===== src/rtl/cmp_pkg.sv =====
// Shared types, result-bit encoding and helpers for the pipelined magnitude comparator.
package cmp_pkg;

  localparam int CMP_LT = 0;
  localparam int CMP_EQ = 1;
  localparam int CMP_GT = 2;

  // {gt, eq, lt}, indexed with CMP_*
  typedef logic [2:0] cmp_res_t;

  function automatic int cmp_latency(input int order, input int limit, input int stage);
    return (order - limit + stage - 1) / stage;
  endfunction

  // Operand is MSB-aligned in 64 bits so one helper serves every legal width.
  function automatic logic [63:0] sign_fix(input logic [63:0] x, input logic signed_mode);
    return {x[63] ^ signed_mode, x[62:0]};
  endfunction

endpackage


===== src/rtl/cmp_pipe_if.sv =====
// Operand/result handshake bundle between the ALU operand path and the comparator.
interface cmp_pipe_if #(parameter int W = 8);

  logic         in_valid;
  logic         in_ready;
  logic         in_signed;
  logic [W-1:0] in_a;
  logic [W-1:0] in_b;
  logic         out_valid;
  logic         out_ready;
  logic         out_lt;
  logic         out_eq;
  logic         out_gt;
  logic [W-1:0] out_min;
  logic [W-1:0] out_max;

  modport master (
    output in_valid, in_signed, in_a, in_b, out_ready,
    input  in_ready, out_valid, out_lt, out_eq, out_gt, out_min, out_max
  );

  modport slave (
    input  in_valid, in_signed, in_a, in_b, out_ready,
    output in_ready, out_valid, out_lt, out_eq, out_gt, out_min, out_max
  );

endinterface


===== src/rtl/cmp_merge.sv =====
// One merge node of the comparator tree: the high half decides unless it is equal.
module cmp_merge
  import cmp_pkg::*;
(
  input  cmp_res_t i_h,
  input  cmp_res_t i_l,
  output cmp_res_t o_m
);

  always_comb begin
    // NOTE: assign a default to everything first so no path leaves o_m unassigned (no latch).
    o_m         = '0;
    o_m[CMP_LT] = i_h[CMP_EQ] ? i_l[CMP_LT] : i_h[CMP_LT];
    o_m[CMP_GT] = i_h[CMP_EQ] ? i_l[CMP_GT] : i_h[CMP_GT];
    o_m[CMP_EQ] = i_h[CMP_EQ] & i_l[CMP_EQ];
  end

endmodule


===== src/rtl/cmp_pipe.sv =====
// Pipelined signed/unsigned magnitude comparator: leaf compares, a registered merge tree,
// and min/max selection in the last stage, with valid/ready flow control per stage.
module cmp_pipe
  import cmp_pkg::*;
#(
  parameter int ORDER = 3,
  parameter int LIMIT = 0,
  parameter int STAGE = 1
) (
  input logic     clk,
  input logic     rst_n,
  cmp_pipe_if.slave bus
);

  localparam int W   = 1 << ORDER;
  localparam int LW  = 1 << LIMIT;
  localparam int D   = ORDER - LIMIT;
  localparam int NL  = 1 << D;
  localparam int L   = cmp_latency(ORDER, LIMIT, STAGE);
  localparam int PAD = 64 - W;

  logic [L-1:0]        w_valid;
  logic [L:0]          w_ready;
  logic [L-1:0]        w_load;
  logic [L-1:0][W-1:0] w_a_q;
  logic [L-1:0][W-1:0] w_b_q;
  logic [W-1:0]        w_a_fix;
  logic [W-1:0]        w_b_fix;
  logic                w_final_gt;

  // All tree levels packed back to back: level j has 2**(D-j) nodes at offset 2*NL - 2*2**(D-j).
  logic [2*NL-2:0]     w_q_lt;
  logic [2*NL-2:0]     w_q_eq;
  logic [2*NL-2:0]     w_q_gt;

  // Flipping the MSB maps two's complement order onto unsigned order.
  assign w_a_fix = W'(sign_fix(64'(bus.in_a) << PAD, bus.in_signed) >> PAD);
  assign w_b_fix = W'(sign_fix(64'(bus.in_b) << PAD, bus.in_signed) >> PAD);

  assign w_ready[L] = bus.out_ready;

  for (genvar k = 0; k < L; k++) begin : g_stg
    logic         w_v_in;
    logic [W-1:0] w_a_in;
    logic [W-1:0] w_b_in;
    logic [W-1:0] w_a_nxt;
    logic [W-1:0] w_b_nxt;
    logic         r_valid;
    logic [W-1:0] r_a;
    logic [W-1:0] r_b;

    if (k == 0) begin : g_src_in
      assign w_v_in = bus.in_valid;
      assign w_a_in = bus.in_a;
      assign w_b_in = bus.in_b;
    end else begin : g_src_reg
      assign w_v_in = w_valid[k-1];
      assign w_a_in = w_a_q[k-1];
      assign w_b_in = w_b_q[k-1];
    end

    // The last stage stores min/max in the a/b slots; a is chosen when equal.
    if (k == L-1) begin : g_minmax
      assign w_a_nxt = w_final_gt ? w_b_in : w_a_in;
      assign w_b_nxt = w_final_gt ? w_a_in : w_b_in;
    end else begin : g_carry
      assign w_a_nxt = w_a_in;
      assign w_b_nxt = w_b_in;
    end

    assign w_ready[k] = !r_valid | w_ready[k+1];
    assign w_load[k]  = w_ready[k] & w_v_in;

    always_ff @(posedge clk or negedge rst_n) begin
      // NOTE: data registers are reset as well, because out_min/out_max must read 0 after reset.
      if (!rst_n) begin
        r_valid <= 1'b0;
        r_a     <= '0;
        r_b     <= '0;
      end else begin
        if (w_ready[k]) r_valid <= w_v_in;
        if (w_load[k]) begin
          r_a <= w_a_nxt;
          r_b <= w_b_nxt;
        end
      end
    end

    assign w_valid[k] = r_valid;
    assign w_a_q[k]   = r_a;
    assign w_b_q[k]   = r_b;
  end

  for (genvar j = 0; j <= D; j++) begin : g_lvl
    localparam int NJ  = 1 << (D - j);
    localparam int OFF = 2*NL - 2*NJ;

    if (j == 0) begin : g_leaf
      for (genvar n = 0; n < NJ; n++) begin : g_n
        assign w_q_lt[n] = w_a_fix[n*LW +: LW] <  w_b_fix[n*LW +: LW];
        assign w_q_eq[n] = w_a_fix[n*LW +: LW] == w_b_fix[n*LW +: LW];
        assign w_q_gt[n] = w_a_fix[n*LW +: LW] >  w_b_fix[n*LW +: LW];
      end
    end else begin : g_merge
      localparam int POFF = 2*NL - 4*NJ;
      localparam int S    = (j - 1) / STAGE;
      localparam bit REG  = ((j % STAGE) == 0) || (j == D);

      logic [NJ-1:0] w_lt;
      logic [NJ-1:0] w_eq;
      logic [NJ-1:0] w_gt;

      for (genvar n = 0; n < NJ; n++) begin : g_n
        cmp_res_t w_m;
        cmp_merge u_merge (
          .i_h ({w_q_gt[POFF+2*n+1], w_q_eq[POFF+2*n+1], w_q_lt[POFF+2*n+1]}),
          .i_l ({w_q_gt[POFF+2*n],   w_q_eq[POFF+2*n],   w_q_lt[POFF+2*n]}),
          .o_m (w_m)
        );
        assign w_lt[n] = w_m[CMP_LT];
        assign w_eq[n] = w_m[CMP_EQ];
        assign w_gt[n] = w_m[CMP_GT];
      end

      if (REG) begin : g_reg
        logic [NJ-1:0] r_lt;
        logic [NJ-1:0] r_eq;
        logic [NJ-1:0] r_gt;

        always_ff @(posedge clk or negedge rst_n) begin
          if (!rst_n) begin
            r_lt <= '0;
            r_eq <= '0;
            r_gt <= '0;
          end else if (w_load[S]) begin
            r_lt <= w_lt;
            r_eq <= w_eq;
            r_gt <= w_gt;
          end
        end

        assign w_q_lt[OFF +: NJ] = r_lt;
        assign w_q_eq[OFF +: NJ] = r_eq;
        assign w_q_gt[OFF +: NJ] = r_gt;
      end else begin : g_comb
        assign w_q_lt[OFF +: NJ] = w_lt;
        assign w_q_eq[OFF +: NJ] = w_eq;
        assign w_q_gt[OFF +: NJ] = w_gt;
      end

      if (j == D) begin : g_final
        assign w_final_gt = w_gt[0];
      end
    end
  end

  assign bus.in_ready  = w_ready[0];
  assign bus.out_valid = w_valid[L-1];
  assign bus.out_lt    = w_q_lt[2*NL-2];
  assign bus.out_eq    = w_q_eq[2*NL-2];
  assign bus.out_gt    = w_q_gt[2*NL-2];
  assign bus.out_min   = w_a_q[L-1];
  assign bus.out_max   = w_b_q[L-1];

endmodule


===== src/flat_wrapper.sv =====
// flat-port wrapper written by rule: the top's interface ports become plain ports
module cmp_pipe_flat import cmp_pkg::*;
#(
  parameter int ORDER = 3,
  parameter int LIMIT = 0,
  parameter int STAGE = 1
)
  (clk, rst_n, bus_in_valid, bus_in_signed, bus_in_a, bus_in_b, bus_out_ready, bus_in_ready, bus_out_valid, bus_out_lt, bus_out_eq, bus_out_gt, bus_out_min, bus_out_max);
  cmp_pipe_if #(.W((1 << ORDER))) bus_i ();
  input logic clk;
  input logic rst_n;
  input wire logic [$bits(bus_i.in_valid)-1:0] bus_in_valid;
  input wire logic [$bits(bus_i.in_signed)-1:0] bus_in_signed;
  input wire logic [$bits(bus_i.in_a)-1:0] bus_in_a;
  input wire logic [$bits(bus_i.in_b)-1:0] bus_in_b;
  input wire logic [$bits(bus_i.out_ready)-1:0] bus_out_ready;
  output wire logic [$bits(bus_i.in_ready)-1:0] bus_in_ready;
  output wire logic [$bits(bus_i.out_valid)-1:0] bus_out_valid;
  output wire logic [$bits(bus_i.out_lt)-1:0] bus_out_lt;
  output wire logic [$bits(bus_i.out_eq)-1:0] bus_out_eq;
  output wire logic [$bits(bus_i.out_gt)-1:0] bus_out_gt;
  output wire logic [$bits(bus_i.out_min)-1:0] bus_out_min;
  output wire logic [$bits(bus_i.out_max)-1:0] bus_out_max;
  assign bus_i.in_valid = bus_in_valid;
  assign bus_i.in_signed = bus_in_signed;
  assign bus_i.in_a = bus_in_a;
  assign bus_i.in_b = bus_in_b;
  assign bus_i.out_ready = bus_out_ready;
  assign bus_in_ready = bus_i.in_ready;
  assign bus_out_valid = bus_i.out_valid;
  assign bus_out_lt = bus_i.out_lt;
  assign bus_out_eq = bus_i.out_eq;
  assign bus_out_gt = bus_i.out_gt;
  assign bus_out_min = bus_i.out_min;
  assign bus_out_max = bus_i.out_max;
  cmp_pipe #(.ORDER(ORDER), .LIMIT(LIMIT), .STAGE(STAGE)) u_core (.clk(clk), .rst_n(rst_n), .bus(bus_i));
endmodule

===== config.mk =====
export PLATFORM = sky130hd
export DESIGN_NAME = cmp_pipe_flat
export DESIGN_NICKNAME = d
export VERILOG_FILES = /design/src/rtl/cmp_pkg.sv /design/src/rtl/cmp_pipe_if.sv /design/src/rtl/cmp_merge.sv /design/src/rtl/cmp_pipe.sv /design/src/flat_wrapper.sv
export SDC_FILE = /design/constraint.sdc
export NUM_CORES = 1
export LEC_CHECK = 0
export ABC_CLOCK_PERIOD_IN_PS = 1990
export BUFFER_PORTS_ARGS = -buffer_cell sky130_fd_sc_hd__buf_2
export CORE_ASPECT_RATIO = 0.8
export CORE_MARGIN = 5
export CORE_UTILIZATION = 46
export CTS_BUF_LIST = sky130_fd_sc_hd__clkbuf_16
export DETAILED_ROUTE_END_ITERATION = 8
export PLACE_DENSITY = 0.66
export SYNTH_ARGS = -nofsm -noshare
export SYNTH_HDL_FRONTEND = slang
export SYNTH_SLANG_ARGS = --single-unit

===== constraint.sdc =====
create_clock -name clk -period 1.99 [get_ports clk]
set_input_delay 0.398 -clock clk [delete_from_list [all_inputs] [get_ports clk]]
set_output_delay 0.398 -clock clk [all_outputs]
set_load 0.02 [all_outputs]

# Word level (Yosys, flattened, before mapping)
# Index checks and enable logic that the tools add are counted.
# Widths: inputs -> output; s select.
[totals]
regBits = 72
input_bits = 21
elab_cells = 76
[classes]
order_cmp = 16
n_eq_ne = 8
mux = 16
bitwise_logic = 15
n_reduce_logical = 3
[ops]
columns = ["cell", "n"]
rows = [
  ["$mux 8", 2],
  ["$mux 1", 14],
  ["$and 1x1->1", 10],
  ["$eq 1x1->1", 8],
  ["$gt 1x1->1", 8],
  ["$lt 1x1->1", 8],
  ["$logic_not 1->1", 3],
  ["$or 1x1->1", 3],
  ["$xor 1x1->1", 2],
]

# Longest topological paths before layout
[depth]
ltp_word = 5
ltp_mapped = 5
ltp_nobuf = 5

# By module
# A second synthesis with hierarchy kept.
[hier_totals]
hier_cells = 249
area_unflattened_um2 = 3424.5
[modules_own_cells]
columns = ["mod", "n_inst", "cells_per_inst", "area_per_inst_um2", "seq_area_each_um2"]
rows = [
  ["cmp_pipe", 1, 228, 3214.3, 1801.7],
  ["cmp_merge", 7, 3, 30.0, 0.0],
]

# Least setup slack after synthesis
# No wires, ideal clock.
[synth_path]
path_kind = "flip-flop to flip-flop"
from = "register u_core.g_stg[2].r_valid, in the netlist u_core.bus.out_valid"
to = "register u_core.g_lvl[2].g_merge.g_reg.r_gt[1]"
setup_ns = 0.125
arrival_time_ns = 1.358
slack_ns = 0.507
stages_incl_launch_ff = 5
synth_period_minus_slack_ns = 1.483
path_cell_list = "dfrtp_1 nand2b_1 o21ai_2 buf_2 mux2_2"
[synth_via]
elab_chain_cells = 4
[synth_lines]
columns = ["element", "line", "source"]
rows = [
  ["start, declared", "cmp_pipe.sv:48", "logic r_valid;"],
  ["start signal, assigned", "cmp_pipe.sv:81", "if (w_ready[k]) r_valid <= w_v_in;"],
  ["$logic_not 1->1", "cmp_pipe.sv:71", "assign w_ready[k] = !r_valid | w_ready[k+1];"],
  ["$or 1x1->1 (2 in series)", "cmp_pipe.sv:71", ""],
  ["$and 1x1->1", "cmp_pipe.sv:72", "assign w_load[k] = w_ready[k] & w_v_in;"],
  ["end signal, assigned", "cmp_pipe.sv:138", "r_gt <= w_gt;"],
  ["end, declared", "cmp_pipe.sv:128", "logic [NJ-1:0] r_gt;"],
]
# Every way passes these cells.
# A chain may end at the register's enable or synchronous reset.

# Worst setup path after layout
[layout_path]
from = "register u_core.g_stg[0].r_valid"
to = "output bus_in_ready"
[layout_via]
elab_chain_cells = 2
[layout_lines]
columns = ["element", "line", "source"]
rows = [
  ["start, declared", "cmp_pipe.sv:48", ""],
  ["start signal, assigned", "cmp_pipe.sv:81", ""],
  ["$logic_not 1->1", "cmp_pipe.sv:71", ""],
  ["$or 1x1->1", "cmp_pipe.sv:71", ""],
  ["end, declared", "flat_wrapper.sv:17", "output wire logic [$bits(bus_i.in_ready)-1:0] bus_in_ready;"],
]
# Every way passes these cells.

==> results.sh <==
export IMPL_status="finished clean"
export IMPL_areaGrowthSynthToFinish_pct=19.42
export IMPL_finClkSkew_ps=7.090
export IMPL_hold_viol=0
export IMPL_p_per_area_nw_per_um2=1308
export IMPL_yosysMostFrequentCell="dfrtp_1"
export IMPL_finalSetupViolCount=0
export IMPL_cts_path_max_buffers=2
export IMPL_cts_resized=0
export IMPL_die_area_sq_um=8883
export IMPL_synth_distinct_cells=23
export IMPL_crit_arrival_ps=1270
export IMPL_async_flop_share=1.000
export IMPL_vias=2067
export IMPL_worst_setup_path_end_kind="output port"
export IMPL_syn_nets=293
export IMPL_synth_area_top_cells="dfrtp_1 55%, mux2_2 15%, mux2i_1 8.3%, a21oi_1 6.1%, ha_1 5.0%"
export IMPL_cp_required_ps=1590
export IMPL_drt_first_pass_iters=4
export IMPL_cp_max_fo=10
export IMPL_ir_drop_uv=487.9
export IMPL_clkSinkCount=72
export IMPL_setup_worst_path_start_class="register"
export IMPL_avgSynthCellArea_sq_um=12.59
export IMPL_dr_wl_met3_um=310
export IMPL_wirelength_mm=6.162
export IMPL_path_class="register to output port"
export IMPL_ys_flop_type="dfrtp_1"
export IMPL_fp_coreArea_sq_um=6892
export IMPL_wl_met2_mm=2.607
export IMPL_htreeDepth=3
export IMPL_synth_edf_count=0
export IMPL_tns_ps=0
export IMPL_clock_latency_ps=330
export IMPL_cp_slowest_cell="dfrtp_1"
export IMPL_io_pins=42
export IMPL_cts_made_buffers=9
export IMPL_synthCells=259
export IMPL_floorplan_initialDensity=0.4731
export IMPL_yosysSeqAreaShare=0.5526
export IMPL_r2r_start="u_core.g_lvl[2].g_merge.g_reg.r_eq[1]$_DFFE_PN0P_"
export IMPL_dpl_hpwl_mm=4.513
export IMPL_hp_class="input pin to async pin"
export IMPL_antennaDiodeCount=0
export IMPL_critPathLaunch="u_core.g_stg[0].r_valid$_DFFE_PN0P_"
export IMPL_grt_ovfl_total=0
export IMPL_highest_layer="met4"
export IMPL_synth_top_area_frac=0.5526
export IMPL_slew_headroom=0.5590
export IMPL_post_cts_setup_buffers=0
export IMPL_cp_slowest_stage_delay_ps=400
export IMPL_clkTransAtPathRegs_ps=60
export IMPL_rows=27
export IMPL_worst_pin_slew_ps=661.6
export IMPL_vias_per_cell=5.180
export IMPL_placedCellCount=383
export IMPL_grt_usage=0.1526
export IMPL_drv_slew=0
export IMPL_synthTopCellsByCount="72 x dfrtp_1, 42 x mux2_2, 40 x a21oi_1"
export IMPL_finalCritPeriodShare=0.8369
export IMPL_die_w_um=104.1
export IMPL_period_minus_slack_ps=1665
export IMPL_drt_iter0_drc=82
export IMPL_ys_seq_elements=72
export IMPL_drv_cap=0
export IMPL_gp_congestion=0.7017
export IMPL_rsz0062_at_grt="no"
export IMPL_final_antenna_net_count=0
export IMPL_antenna_found_initial=0
export IMPL_final_nets=341
export IMPL_fmax_ghz=0.6005
export IMPL_dieHeight_um=85.31
export IMPL_cts_tree="built"
export IMPL_avgRoutedWirePerCell_um=15.44
export IMPL_drt_met1_wl_mm=3.176
export IMPL_crit_family="flip-flops"
export IMPL_portBuffers=41
export IMPL_crit_chain="nand4b_1 -> buf_4 -> buf_2"
export IMPL_power_leakage_nw=1.841
export IMPL_yosysWarnings=0
export IMPL_clock_root_buffer="clkbuf_16"
export IMPL_instances_no_fill=399
export IMPL_path_buf_inv=2
export IMPL_synth_top_area_cell="dfrtp_1"
export IMPL_hold_buffers=0
export IMPL_route_detailed_drc=0
export IMPL_mappedNetlistArea_sq_um=3261
export IMPL_drive_above_1_share=0.3494
export IMPL_grt_max_degree=26
export IMPL_fill_cells=602
export IMPL_grt_pass1_vias=2073
export IMPL_grt_first_pass_wirelength_mm=10.88
==> layout by cell type (no fill, tap or decap), drive strengths merged, types with 2 or more instances in the layout <==
cell type	count
a21oi	40
mux2i	28
clkinv	6
a31oi	4
dfrtp	72
inv	19
buf	50
nand2	12
clkbuf	9
ha	13
o21ai	6
nand2b	2
mux2	44
==> per-layer routing <==
layer / vias to the layer above / global-route usage
met5: - / 0
met3: 10 / 0.05475
met1: 1005 / 0.2196
met2: 41 / 0.2159
li1: 1011 / -
met4: 0 / 0.04588
==> worst register-to-register path, delay by kind of cell (launching register included) <==
family | cells | cell delay [ps]
multiplexers | 2 | 600
flip-flops | 1 | 470
buffers and inverters | 1 | 310
AO/OA/AOI/OAI | 1 | 100
==> layout make-up <==
| class | count | area, sq um | area share |
|---|---|---|---|
| well taps | 87 | 108.9 | 0.02796 |
| multi-input cells | 155 | 1314 | 0.3374 |
| flip-flops and latches | 72 | 1802 | 0.4627 |
| clock buffers | 9 | 225.2 | 0.05784 |
| inverters | 19 | 71.32 | 0.01832 |
| clock inverters | 7 | 62.56 | 0.01607 |
| repair buffers | 50 | 310.3 | 0.07969 |
==> kinds of logic (layout without fill, tap and decap cells) <==
logic type | count (synthesis) | count (layout) | synth area share
fa+ha+maj | 13 | 13 | 0.04989
flops | 72 | 72 | 0.5526
xor+xnor | 2 | 2 | 0.005373
compound gates | 51 | 51 | 0.08173
buf+inv | 32 | 85 | 0.04451
mux | 72 | 72 | 0.2417
simple gates | 17 | 17 | 0.02418
==> report_power, final <==
| group | total (W) | internal, W | switching, W |
|---|---|---|---|
| clock | 0.00154 | 0.000957 | 0.000582 |
| sequential | 0.00213 | 0.00187 | 0.000260 |
| combinational | 0.00142 | 0.000647 | 0.000773 |
| total | 0.00509 | 0.00348 | 0.00162 |
==> state kept, by name (all words and copies together), names as in the netlist, 2 cells and up <==
register	count
u_core.g_stg.r_valid	2
u_core.bus.out_max	8
u_core.bus.out_min	8
u_core.g_lvl.g_merge.g_reg.r_lt	6
u_core.g_lvl.g_merge.g_reg.r_gt	6
u_core.g_stg.r_b	16
u_core.g_lvl.g_merge.g_reg.r_eq	6
u_core.g_stg.r_a	16
==> worst paths after layout <==
kind / to / slack [ps] / cells after the start
min reg2reg: u_core.g_stg[1].r_b[5]$_DFFE_PN0P_ / 500 / 1
min in group clk: u_core.g_stg[0].r_a[1]$_DFFE_PN0P_ / 320 / 2
max in group asynchronous: u_core.g_stg[0].r_a[5]$_DFFE_PN0P_ / 1370 / 2
min: u_core.g_stg[0].r_a[3]$_DFFE_PN0P_ / 80 / 1
max reg2reg: u_core.bus.out_min[2]$_DFFE_PN0P_ / 370 / 4
max: bus_in_ready / 320 / 3
==> stage by stage <==
| step | area (sq um) | utilization | total power [W] | setup WS (ps) | hold WS, ps |
|---|---|---|---|---|---|
| finish | 3894 | 0.5650 | 0.005092 | 324.6 | 77.16 |
| global route | 3894 | 0.5650 | 0.005389 | 230.4 | 128.2 |
| CTS | 3894 | 0.5650 | 0.005149 | 299.7 | 92.77 |
| detailed placement | 3606 | 0.5232 | 0.003585 | 363.9 | 447.3 |
| global placement | 3606 | 0.5232 | 0.003541 | 387.3 | 441.5 |
| floorplan | 3261 | - | 0.003140 | 507.5 | 102.4 |
No activity file was read; power rests on OpenSTA's default activity.
